**src/rtl/traffic_pkg.sv**
```systemverilog
// traffic_pkg: shared types and helpers for the timed traffic-light controller.
//   state_t     - 3-bit phase encoding, also exported on the debug phase port
//   lamps_t     - packed bundle of the seven lamp outputs
//   dur_ticks   - maps a phase to its dwell time in ticks
//   lamp_decode - Moore lamp decode of a phase (plus blink bit for FLASH)
package traffic_pkg;

    typedef enum logic [2:0] {
        ALLRED_NS = 3'd0,
        NS_GREEN  = 3'd1,
        NS_YELLOW = 3'd2,
        ALLRED_EW = 3'd3,
        EW_GREEN  = 3'd4,
        EW_YELLOW = 3'd5,
        WALK      = 3'd6,
        FLASH     = 3'd7
    } state_t;

    typedef struct packed {
        logic ns_red;
        logic ns_yellow;
        logic ns_green;
        logic ew_red;
        logic ew_yellow;
        logic ew_green;
        logic walk;
    } lamps_t;

    // FLASH is untimed (it leaves on flash_en=0), so it reports a dummy 1.
    function automatic int dur_ticks(input state_t s, input int green_t,
                                     input int yellow_t, input int allred_t,
                                     input int walk_t);
        case (s)
            NS_GREEN, EW_GREEN:   dur_ticks = green_t;
            NS_YELLOW, EW_YELLOW: dur_ticks = yellow_t;
            ALLRED_NS, ALLRED_EW: dur_ticks = allred_t;
            WALK:                 dur_ticks = walk_t;
            default:              dur_ticks = 1;
        endcase
    endfunction

    // Every non-flash phase keeps at least the opposing approach red, so a
    // conflicting green/yellow pair can never be decoded.
    function automatic lamps_t lamp_decode(input state_t s, input logic blink);
        lamps_t l;
        l = 7'b0;
        case (s)
            NS_GREEN:  begin l.ns_green  = 1'b1; l.ew_red = 1'b1; end
            NS_YELLOW: begin l.ns_yellow = 1'b1; l.ew_red = 1'b1; end
            EW_GREEN:  begin l.ew_green  = 1'b1; l.ns_red = 1'b1; end
            EW_YELLOW: begin l.ew_yellow = 1'b1; l.ns_red = 1'b1; end
            WALK:      begin l.ns_red = 1'b1; l.ew_red = 1'b1; l.walk = 1'b1; end
            FLASH:     begin l.ns_yellow = blink; l.ew_yellow = blink; end
            default:   begin l.ns_red = 1'b1; l.ew_red = 1'b1; end
        endcase
        return l;
    endfunction

endpackage

```
**src/rtl/traffic_light_ctrl_timed_phase_timer.sv**
```systemverilog
// phase_timer: loadable down-counter pacing every timed phase.
//   clk, rst  - system clock, asynchronous active-high reset (count=RST_VAL)
//   load      - reload count with load_val (takes priority over tick)
//   load_val  - duration-1 of the phase being entered
//   tick      - timing strobe; count decrements only on tick
//   expired   - tick arriving while count==0 (phase ends on this edge)
module phase_timer #(
    parameter int CNT_W   = 8,
    parameter int RST_VAL = 0
) (
    input  logic             clk,
    input  logic             rst,
    input  logic             load,
    input  logic [CNT_W-1:0] load_val,
    input  logic             tick,
    output logic             expired
);

    logic [CNT_W-1:0] count_r;

    // Down-counter: reload on phase entry, otherwise count ticks down to zero.
    always_ff @(posedge clk or posedge rst) begin
        if (rst) begin
            count_r <= CNT_W'(RST_VAL);
        end else if (load) begin
            count_r <= load_val;
        end else if (tick && (count_r != {CNT_W{1'b0}})) begin
            count_r <= count_r - CNT_W'(1);
        end else begin
            count_r <= count_r;
        end
    end

    assign expired = tick && (count_r == {CNT_W{1'b0}});

endmodule

```
**src/rtl/traffic_light_ctrl_timed.sv**
```systemverilog
// traffic_light_ctrl_timed: two-approach signal controller with all-red
// clearance, latched pedestrian walk and flashing-yellow mode.
//   clk, rst                 - system clock, asynchronous active-high reset
//   tick                     - timing strobe pacing all dwell times
//   ped_req                  - pedestrian button, latched every clk
//   flash_en                 - request flashing yellow (entered from all-red)
//   ns_*/ew_* lamps, walk    - registered Moore lamp outputs
//   ped_pending              - latched pedestrian request
//   phase                    - current state encoding (debug)
module traffic_light_ctrl_timed
    import traffic_pkg::*;
#(
    parameter int CNT_W        = 8,
    parameter int GREEN_TICKS  = 20,
    parameter int YELLOW_TICKS = 4,
    parameter int ALLRED_TICKS = 2,
    parameter int WALK_TICKS   = 10
) (
    input  logic       clk,
    input  logic       rst,
    input  logic       tick,
    input  logic       ped_req,
    input  logic       flash_en,
    output logic       ns_red,
    output logic       ns_yellow,
    output logic       ns_green,
    output logic       ew_red,
    output logic       ew_yellow,
    output logic       ew_green,
    output logic       walk,
    output logic       ped_pending,
    output logic [2:0] phase
);

    localparam int MAX_TICKS = 1 << CNT_W;
    localparam bit DUR_OK =
        (GREEN_TICKS  >= 1) && (GREEN_TICKS  <= MAX_TICKS) &&
        (YELLOW_TICKS >= 1) && (YELLOW_TICKS <= MAX_TICKS) &&
        (ALLRED_TICKS >= 1) && (ALLRED_TICKS <= MAX_TICKS) &&
        (WALK_TICKS   >= 1) && (WALK_TICKS   <= MAX_TICKS);

    if (!DUR_OK) begin : g_bad_duration
        $error("traffic_light_ctrl_timed: every duration must be in 1..2**CNT_W");
    end

    state_t           state_r;
    state_t           next_state_s;
    logic             blink_r;
    logic             blink_next_s;
    logic             ped_pending_r;
    logic             pending_next_s;
    logic             state_change_s;
    logic             expired_s;
    logic [CNT_W-1:0] load_val_s;
    lamps_t           lamps_r;

    phase_timer #(
        .CNT_W   (CNT_W),
        .RST_VAL (ALLRED_TICKS - 1)
    ) u_timer (
        .clk      (clk),
        .rst      (rst),
        .load     (state_change_s),
        .load_val (load_val_s),
        .tick     (tick),
        .expired  (expired_s)
    );

    // Next-phase selection; flash is only reachable from the all-red phases.
    always_comb begin
        next_state_s = state_r;
        blink_next_s = blink_r;
        case (state_r)
            ALLRED_NS: begin
                if (expired_s) begin
                    if (flash_en) begin
                        next_state_s = FLASH;
                        blink_next_s = 1'b1;
                    end else if (ped_pending_r) begin
                        next_state_s = WALK;
                    end else begin
                        next_state_s = NS_GREEN;
                    end
                end else begin
                    next_state_s = state_r;
                end
            end
            ALLRED_EW: begin
                if (expired_s) begin
                    if (flash_en) begin
                        next_state_s = FLASH;
                        blink_next_s = 1'b1;
                    end else begin
                        next_state_s = EW_GREEN;
                    end
                end else begin
                    next_state_s = state_r;
                end
            end
            NS_GREEN:  begin if (expired_s) next_state_s = NS_YELLOW; else next_state_s = state_r; end
            NS_YELLOW: begin if (expired_s) next_state_s = ALLRED_EW; else next_state_s = state_r; end
            EW_GREEN:  begin if (expired_s) next_state_s = EW_YELLOW; else next_state_s = state_r; end
            EW_YELLOW: begin if (expired_s) next_state_s = ALLRED_NS; else next_state_s = state_r; end
            WALK:      begin if (expired_s) next_state_s = NS_GREEN;  else next_state_s = state_r; end
            FLASH: begin
                if (tick && !flash_en) begin
                    next_state_s = ALLRED_NS;
                end else if (tick) begin
                    blink_next_s = ~blink_r;
                end else begin
                    blink_next_s = blink_r;
                end
            end
            default: next_state_s = ALLRED_NS;
        endcase
    end

    // Timer reload and pedestrian latch; a request on the WALK-entry cycle is
    // absorbed by that walk.
    always_comb begin
        state_change_s = (next_state_s != state_r);
        load_val_s     = CNT_W'(dur_ticks(next_state_s, GREEN_TICKS, YELLOW_TICKS,
                                          ALLRED_TICKS, WALK_TICKS) - 1);
        pending_next_s = (state_change_s && (next_state_s == WALK)) ? 1'b0
                                                                    : (ped_pending_r | ped_req);
    end

    // State, latches and lamps; lamps are decoded from the next state so they
    // change on the same edge as the phase.
    always_ff @(posedge clk or posedge rst) begin
        if (rst) begin
            state_r       <= ALLRED_NS;
            blink_r       <= 1'b0;
            ped_pending_r <= 1'b0;
            lamps_r       <= lamp_decode(ALLRED_NS, 1'b0);
        end else begin
            state_r       <= next_state_s;
            blink_r       <= blink_next_s;
            ped_pending_r <= pending_next_s;
            lamps_r       <= lamp_decode(next_state_s, blink_next_s);
        end
    end

    assign ns_red      = lamps_r.ns_red;
    assign ns_yellow   = lamps_r.ns_yellow;
    assign ns_green    = lamps_r.ns_green;
    assign ew_red      = lamps_r.ew_red;
    assign ew_yellow   = lamps_r.ew_yellow;
    assign ew_green    = lamps_r.ew_green;
    assign walk        = lamps_r.walk;
    assign ped_pending = ped_pending_r;
    assign phase       = state_r;

endmodule
```
**config.mk**
```make
export PLATFORM = sky130hd
export DESIGN_NAME = traffic_light_ctrl_timed
export DESIGN_NICKNAME = d
export VERILOG_FILES = /design/src/rtl/traffic_pkg.sv /design/src/rtl/traffic_light_ctrl_timed_phase_timer.sv /design/src/rtl/traffic_light_ctrl_timed.sv
export SDC_FILE = /design/constraint.sdc
export NUM_CORES = 1
export LEC_CHECK = 0
export CORE_UTILIZATION = 45
export CTS_BUF_LIST = sky130_fd_sc_hd__clkbuf_16
export DETAILED_ROUTE_END_ITERATION = 8
export PLACE_DENSITY = 0.77
export SETUP_SLACK_MARGIN = 0.02
export SLEW_MARGIN = 20
export SYNTH_ARGS = -nofsm -noshare
export SYNTH_HDL_FRONTEND = slang
export SYNTH_HIERARCHICAL = 1
export SYNTH_SLANG_ARGS = --single-unit
```
**constraint.sdc**
```tcl
create_clock -name clk -period 5.5 [get_ports clk]
set_clock_uncertainty 0.15 [all_clocks]
set_input_delay 0.55 -clock clk [delete_from_list [all_inputs] [get_ports clk]]
set_output_delay 0.55 -clock clk [all_outputs]
set_load 0.05 [all_outputs]
```
== After elaboration in Yosys (flattened, before gate mapping) ==
Cells that the tools add are included.
Storage, ports and cells
  flip-flop bits (word level): 20
  output and inout port bits: 11
Cells by class
  add/subtract/negate cells: 2
  equality and inequality tests: 15
  muxes and demuxes: 28
  bitwise operators: 2
  reductions and logical operators: 16
Operators with widths (count)
  $mux W3: 10
  $eq A3 B3 Y1 const B: 8
  $pmux W3 S8: 1
  $pmux W5 S4: 1
  $mux W8: 2
  $eq A3 B2 Y1 const B: 4
  $mux W1: 10
  $logic_not A8 Y1: 1
  $reduce_bool A8 Y1: 1
  $reduce_or A2 Y1: 4
  $sub A8 B1 Y8 const B: 1
  $sub A8 B2 Y8 const B: 1
  $eq A3 B1 Y1 const B: 2
  $logic_not A3 Y1: 2
  $pmux W1 S2: 3
  $reduce_or A3 Y1: 2
  $logic_and A1 B1 Y1: 4
  $ne A3 B3 Y1: 1
  $mux W2: 1
  $reduce_bool A2 Y1: 1
  $logic_not A1 Y1: 1
  $not A1 Y1: 1
  $or A1 B1 Y1: 1

== Longest topological paths before layout ==
  depth after elaboration: 9
  gate-level depth with buffers: 15
  depth with buffers taken out: 12

== Hierarchy ==
The synthesis kept the hierarchy.
Modules (own cells, without submodules)
  traffic_light_ctrl_timed: times used 1, cells each 73, area each 750.7 um^2, seq. area each 302.8 um^2
  phase_timer: times used 1, cells each 64, area each 554.3 um^2, seq. area each 201.4 um^2

== Least setup slack after synthesis ==
OpenSTA, ideal clock, no wires.
  kind: register to register
  start point: register u_timer.count_r[4]
  end point: register u_timer.count_r[0]
  data arrival time: 2.692 ns
  required time: 5.269 ns
  slack: 2.577 ns
  stages on the path, launching flop included: 15
  path buffers: 5
  period minus slack after synthesis: 2.923 ns
  cells stage by stage: dfrtp_1 > or4_1 > clkbuf_1 > nor2_1 > buf_2 > nand3_1 > and3_1 > buf_6 > inv_2 > a31oi_1 > clkbuf_1 > inv_1 > clkbuf_1 > o2111ai_1 > o211ai_1
RTL lines
  from (decl): line traffic_light_ctrl_timed_phase_timer.sv:19  | logic [CNT_W-1:0] count_r;
  from (signal assigned): line traffic_light_ctrl_timed_phase_timer.sv:24  | count_r <= CNT_W'(RST_VAL);
  from (signal assigned): line traffic_light_ctrl_timed_phase_timer.sv:26  | count_r <= load_val;
  from (signal assigned): line traffic_light_ctrl_timed_phase_timer.sv:28  | count_r <= count_r - CNT_W'(1);
  $logic_not A8 Y1 *: line traffic_light_ctrl_timed_phase_timer.sv:34  | assign expired = tick && (count_r == {CNT_W{1'b0}});
  $logic_and A1 B1 Y1 *: line traffic_light_ctrl_timed_phase_timer.sv:34
  via expired_s: line traffic_light_ctrl_timed.sv:53  | logic expired_s;
  $mux W3 (tied with other cells): line traffic_light_ctrl_timed.sv:104  | WALK: begin if (expired_s) next_state_s = NS_GREEN; else next_state_s = state_r; end
  $pmux W3 S8 *: line traffic_light_ctrl_timed.sv:73  | case (state_r)
  via next_state_s[0]: line traffic_light_ctrl_timed.sv:47  | state_t next_state_s;
  $ne A3 B3 Y1 *: line traffic_light_ctrl_timed.sv:121  | state_change_s = (next_state_s != state_r);
  via state_change_s: line traffic_light_ctrl_timed.sv:52  | logic state_change_s;
  $mux W8 or $reduce_bool A2 Y1 (tied branches)
The timed path passes the listed nets; every way through them passes the cells marked *.
A chain may end at the register's enable or synchronous reset.

== Worst setup path after layout ==
  start point: input port tick
  end point: register u_timer.count_r[3]
RTL lines
  from (decl): line traffic_light_ctrl_timed.sv:21  | input logic tick,
  $logic_and A1 B1 Y1 *: line traffic_light_ctrl_timed_phase_timer.sv:34
  via expired_s: line traffic_light_ctrl_timed.sv:53
  $mux W3 (tied with other cells): line traffic_light_ctrl_timed.sv:104
  $pmux W3 S8 *: line traffic_light_ctrl_timed.sv:73
  via next_state_s[0]: line traffic_light_ctrl_timed.sv:47
  $ne A3 B3 Y1 *: line traffic_light_ctrl_timed.sv:121
  via state_change_s: line traffic_light_ctrl_timed.sv:52
  $mux W8 or $reduce_bool A2 Y1 (tied branches)
Marked as above.

==> results.md <==
* Measured slew at the worst slew-check pin at 0.651 ns
* Placed Instance Area at 1450 sq um
* Crit. Startpoint: tick
* Worst Setup End Kind: flop
* Distinct cells, synth at 55
* DRC viols at 0
* Routed Antenna Nets at 0
* Clock transition at the registers of the reported paths at 0.06 ns
* Largest net degree at the start of global routing at 15
* Layout cells sized above 1 at 0.141
* Final TNS setup at 0 ns
* Crit path required time at 5.47 ns
* DRT iter0 DRCs at 36
* Pwr dens at 711 nW/um^2
* Die height at 55.9 microns
* Worst path slowest cell: clkdlybuf4s50_1
* Levels on crit path at 11
* Seq/Total Area, Yosys at 0.386
* Total power at 1.11 mW
* Crit path to: u_timer/count_r[3]
* Largest area contributor in the netlist: dfrtp_1
* Final Non-Filler Cells at 180
* Clock root cell: clkbuf_16
* Crit Path Max Fanout at 12
* Largest cells by area after synthesis: dfrtp_1 (33%), dfstp_2 (6.0%), nor4_4 (4.9%)
* Startpoint Class: input port
* # H-tree levels at 1
* Final core occ at 0.564
* Setup slack, reg-to-reg at 1.65 ns
* Critical Path AT at 3.95 ns
* # IOs at 16
* Final Cycle Share at 0.725
* Synth Instances at 137
* GRT Residual Overflow at 0
* Hold bufs inserted after CTS at 0
* Max incr delay on CP at 0.69 ns
* Worst vdd ir at 0.467 mV
* Reg-to-reg critical path startpoint: u_timer/count_r[4]
* Fin. Hold Viols at 0
* CTS resizes at 0
* Syn avg cell area at 9.53 sq um
* Number of synthesized flops with an enable pin at 0
* Fmax at 0.251 GHz
* R2r endpoint: u_timer/count_r[3]
* Core area at 2760 sq um
* First-pass GRT wire length at 4850 microns
* Max-cap violations at 0
* Clock buffer count from CTS at 3
* Vias per inst at 6.16
* Final min period at 3.99 ns
* RSZ-0062 raised after global routing: false
* Seq cells post-synth at 20
* Slew HR at 0.564
* Post-CTS setup buffers at 0
* Status: finished clean
* Max-slew violation count at 0
* Leakage at 0.615 nW
* Antenna cells at 0
* P&R area growth vs syn at 19.3%
* Endpoints failing setup at 0
* WP buf/inv at 3
* Die area at 3120 sq um
* CTS tree: done
* Yosys warns at 6
* CP delay by family, top: simple AND/OR/NAND/NOR gates
* HPWL after DPL at 2070 microns
* CTS sink cnt at 20
* Post-synth top area share at 0.326
* DRT Wirelength at 2800 microns
* Row cnt at 19
* HP Class: reg2reg
* Post-synth top flop: dfrtp_1
* GPL Wtd Cong at 0.828
* Initial core utilization at 0.473
* Fin nets at 156
* Initial antenna violation count at 0
* Most frequent cells in the layout: dfrtp_1 (17), clkdlybuf4s50_1 (15), nand2_1 (11), inv_1 (11), nor2_1 (9)
* Vias in the first global route at 1022
* Die W at 55.9 microns
* CTS Buffer Depth at 2
* Post-route cell area at 1560 sq um
* Async SR Flop Fraction at 1.00
* Crit-path cells: clkdlybuf4s50_1, nand4bb_1, nor2_1, nand2b_1, a21o_1, and3_1, inv_2, a31oi_1, inv_1, nor2_1, a31oi_1
* Placed cells at 176
* DR vias at 1109
* Crit path kind: in2reg
* Reg2reg path depth at 10
* Port Buf Inserts at 15
* Pre-antenna DRT Iters at 4
* DR WL/cell at 15.6 microns
* Most common cell after layout, fill and taps aside: dfrtp_1
* Clock Latency Late Sink at 0.25 ns
* Mapped Area at 1310 sq um
* Total track usage at 0.193
* Hold Path Origin: u_timer/count_r[0]
-- synth_stat cells (all sizes together), types with 2 or more instances --
cell type / instances
nor2: 9
a21oi: 4
nand2: 12
buf: 6
o31ai: 2
and3: 2
nand2b: 3
o2111ai: 3
or3b: 2
xnor2: 2
or4b: 5
or4: 2
dfstp: 3
a31oi: 5
nor2b: 2
nor4: 5
clkbuf: 4
nand3b: 2
a2bb2oi: 2
o21a: 2
inv: 12
dfrtp: 17
o211ai: 4
nor3: 2
nand3: 4
-- how the worst min path moves through the flow --
| stage | endpoint | cells past startpoint |
|---|---|---|
| after floorplan | u_timer/count_r[1] | 1 |
| after global placement | u_timer/count_r[0] | 2 |
| after detailed placement | u_timer/count_r[0] | 2 |
| after CTS | u_timer/count_r[0] | 2 |
| after global routing | u_timer/count_r[0] | 2 |
| final | u_timer/count_r[0] | 2 |
-- per-layer routing --
| layer | vias to the layer above | global-route usage | share of wire |
|---|---|---|---|
| met1 | 541 | 0.276 | 0.46 |
| li1 | 536 | - | - |
| met5 | - | 0 | 0 |
| met2 | 26 | 0.312 | 0.50 |
| met4 | 0 | 0.0662 | 0.015 |
| met3 | 6 | 0.0163 | 0.025 |
-- worst reg2reg max path: cells and delay by family (launching register included) --
kind                   cells  cell delay (ns)
AOI/OAI and AO/OA          3             0.69
buffers and inverters      2             0.47
DFF                        1             0.45
and+or+nand+nor            5             1.96
-- report_power, final --
| group | total [mW] | switching (mW) | internal [mW] |
|---|---|---|---|
| registers | 0.321 | 0.0951 | 0.226 |
| logic | 0.589 | 0.369 | 0.220 |
| clock network | 0.197 | 0.0530 | 0.144 |
-- through the flow --
step                      worst slack, ns  hold slack, ns
after floorplan                      2.58           0.215
after detailed placement             1.30           0.376
after global routing                 1.07           0.410
final                                1.51           0.385
after global placement               1.48           0.363
after CTS                            1.56           0.386
-- state kept, by name, summed over array words and instances (netlist names) --
register	flops
walk	1
ns_yellow	1
phase	3
ns_green	1
ew_yellow	1
ew_green	1
ped_pending	1
u_timer/count_r	8
ns_red	1
blink_r	1
ew_red	1
-- layout make-up --
| class | instances | area (sq um) |
|---|---|---|
| repair buffers | 15 | 150 |
| well taps | 31 | 38.8 |
| fillers | 234 | 1200 |
| clock buffers | 3 | 75.1 |
| clock inverters | 1 | 30.0 |
| multi-input cells | 98 | 713 |
| inverters | 12 | 45.0 |
| flip-flops and latches | 20 | 504 |
-- cell families after synthesis --
group / count (synthesis) / share of synthesized area
XOR/XNOR: 2 / 0.0134
flip-flops: 20 / 0.386
AO/OA/AOI/OAI: 37 / 0.229
buffers and inverters: 22 / 0.0757
AND/OR/NAND/NOR: 54 / 0.283
other: 1 / 0.00287
adder cells (fa/ha/maj): 1 / 0.00959
No activity file was read; power rests on OpenSTA's default activity.
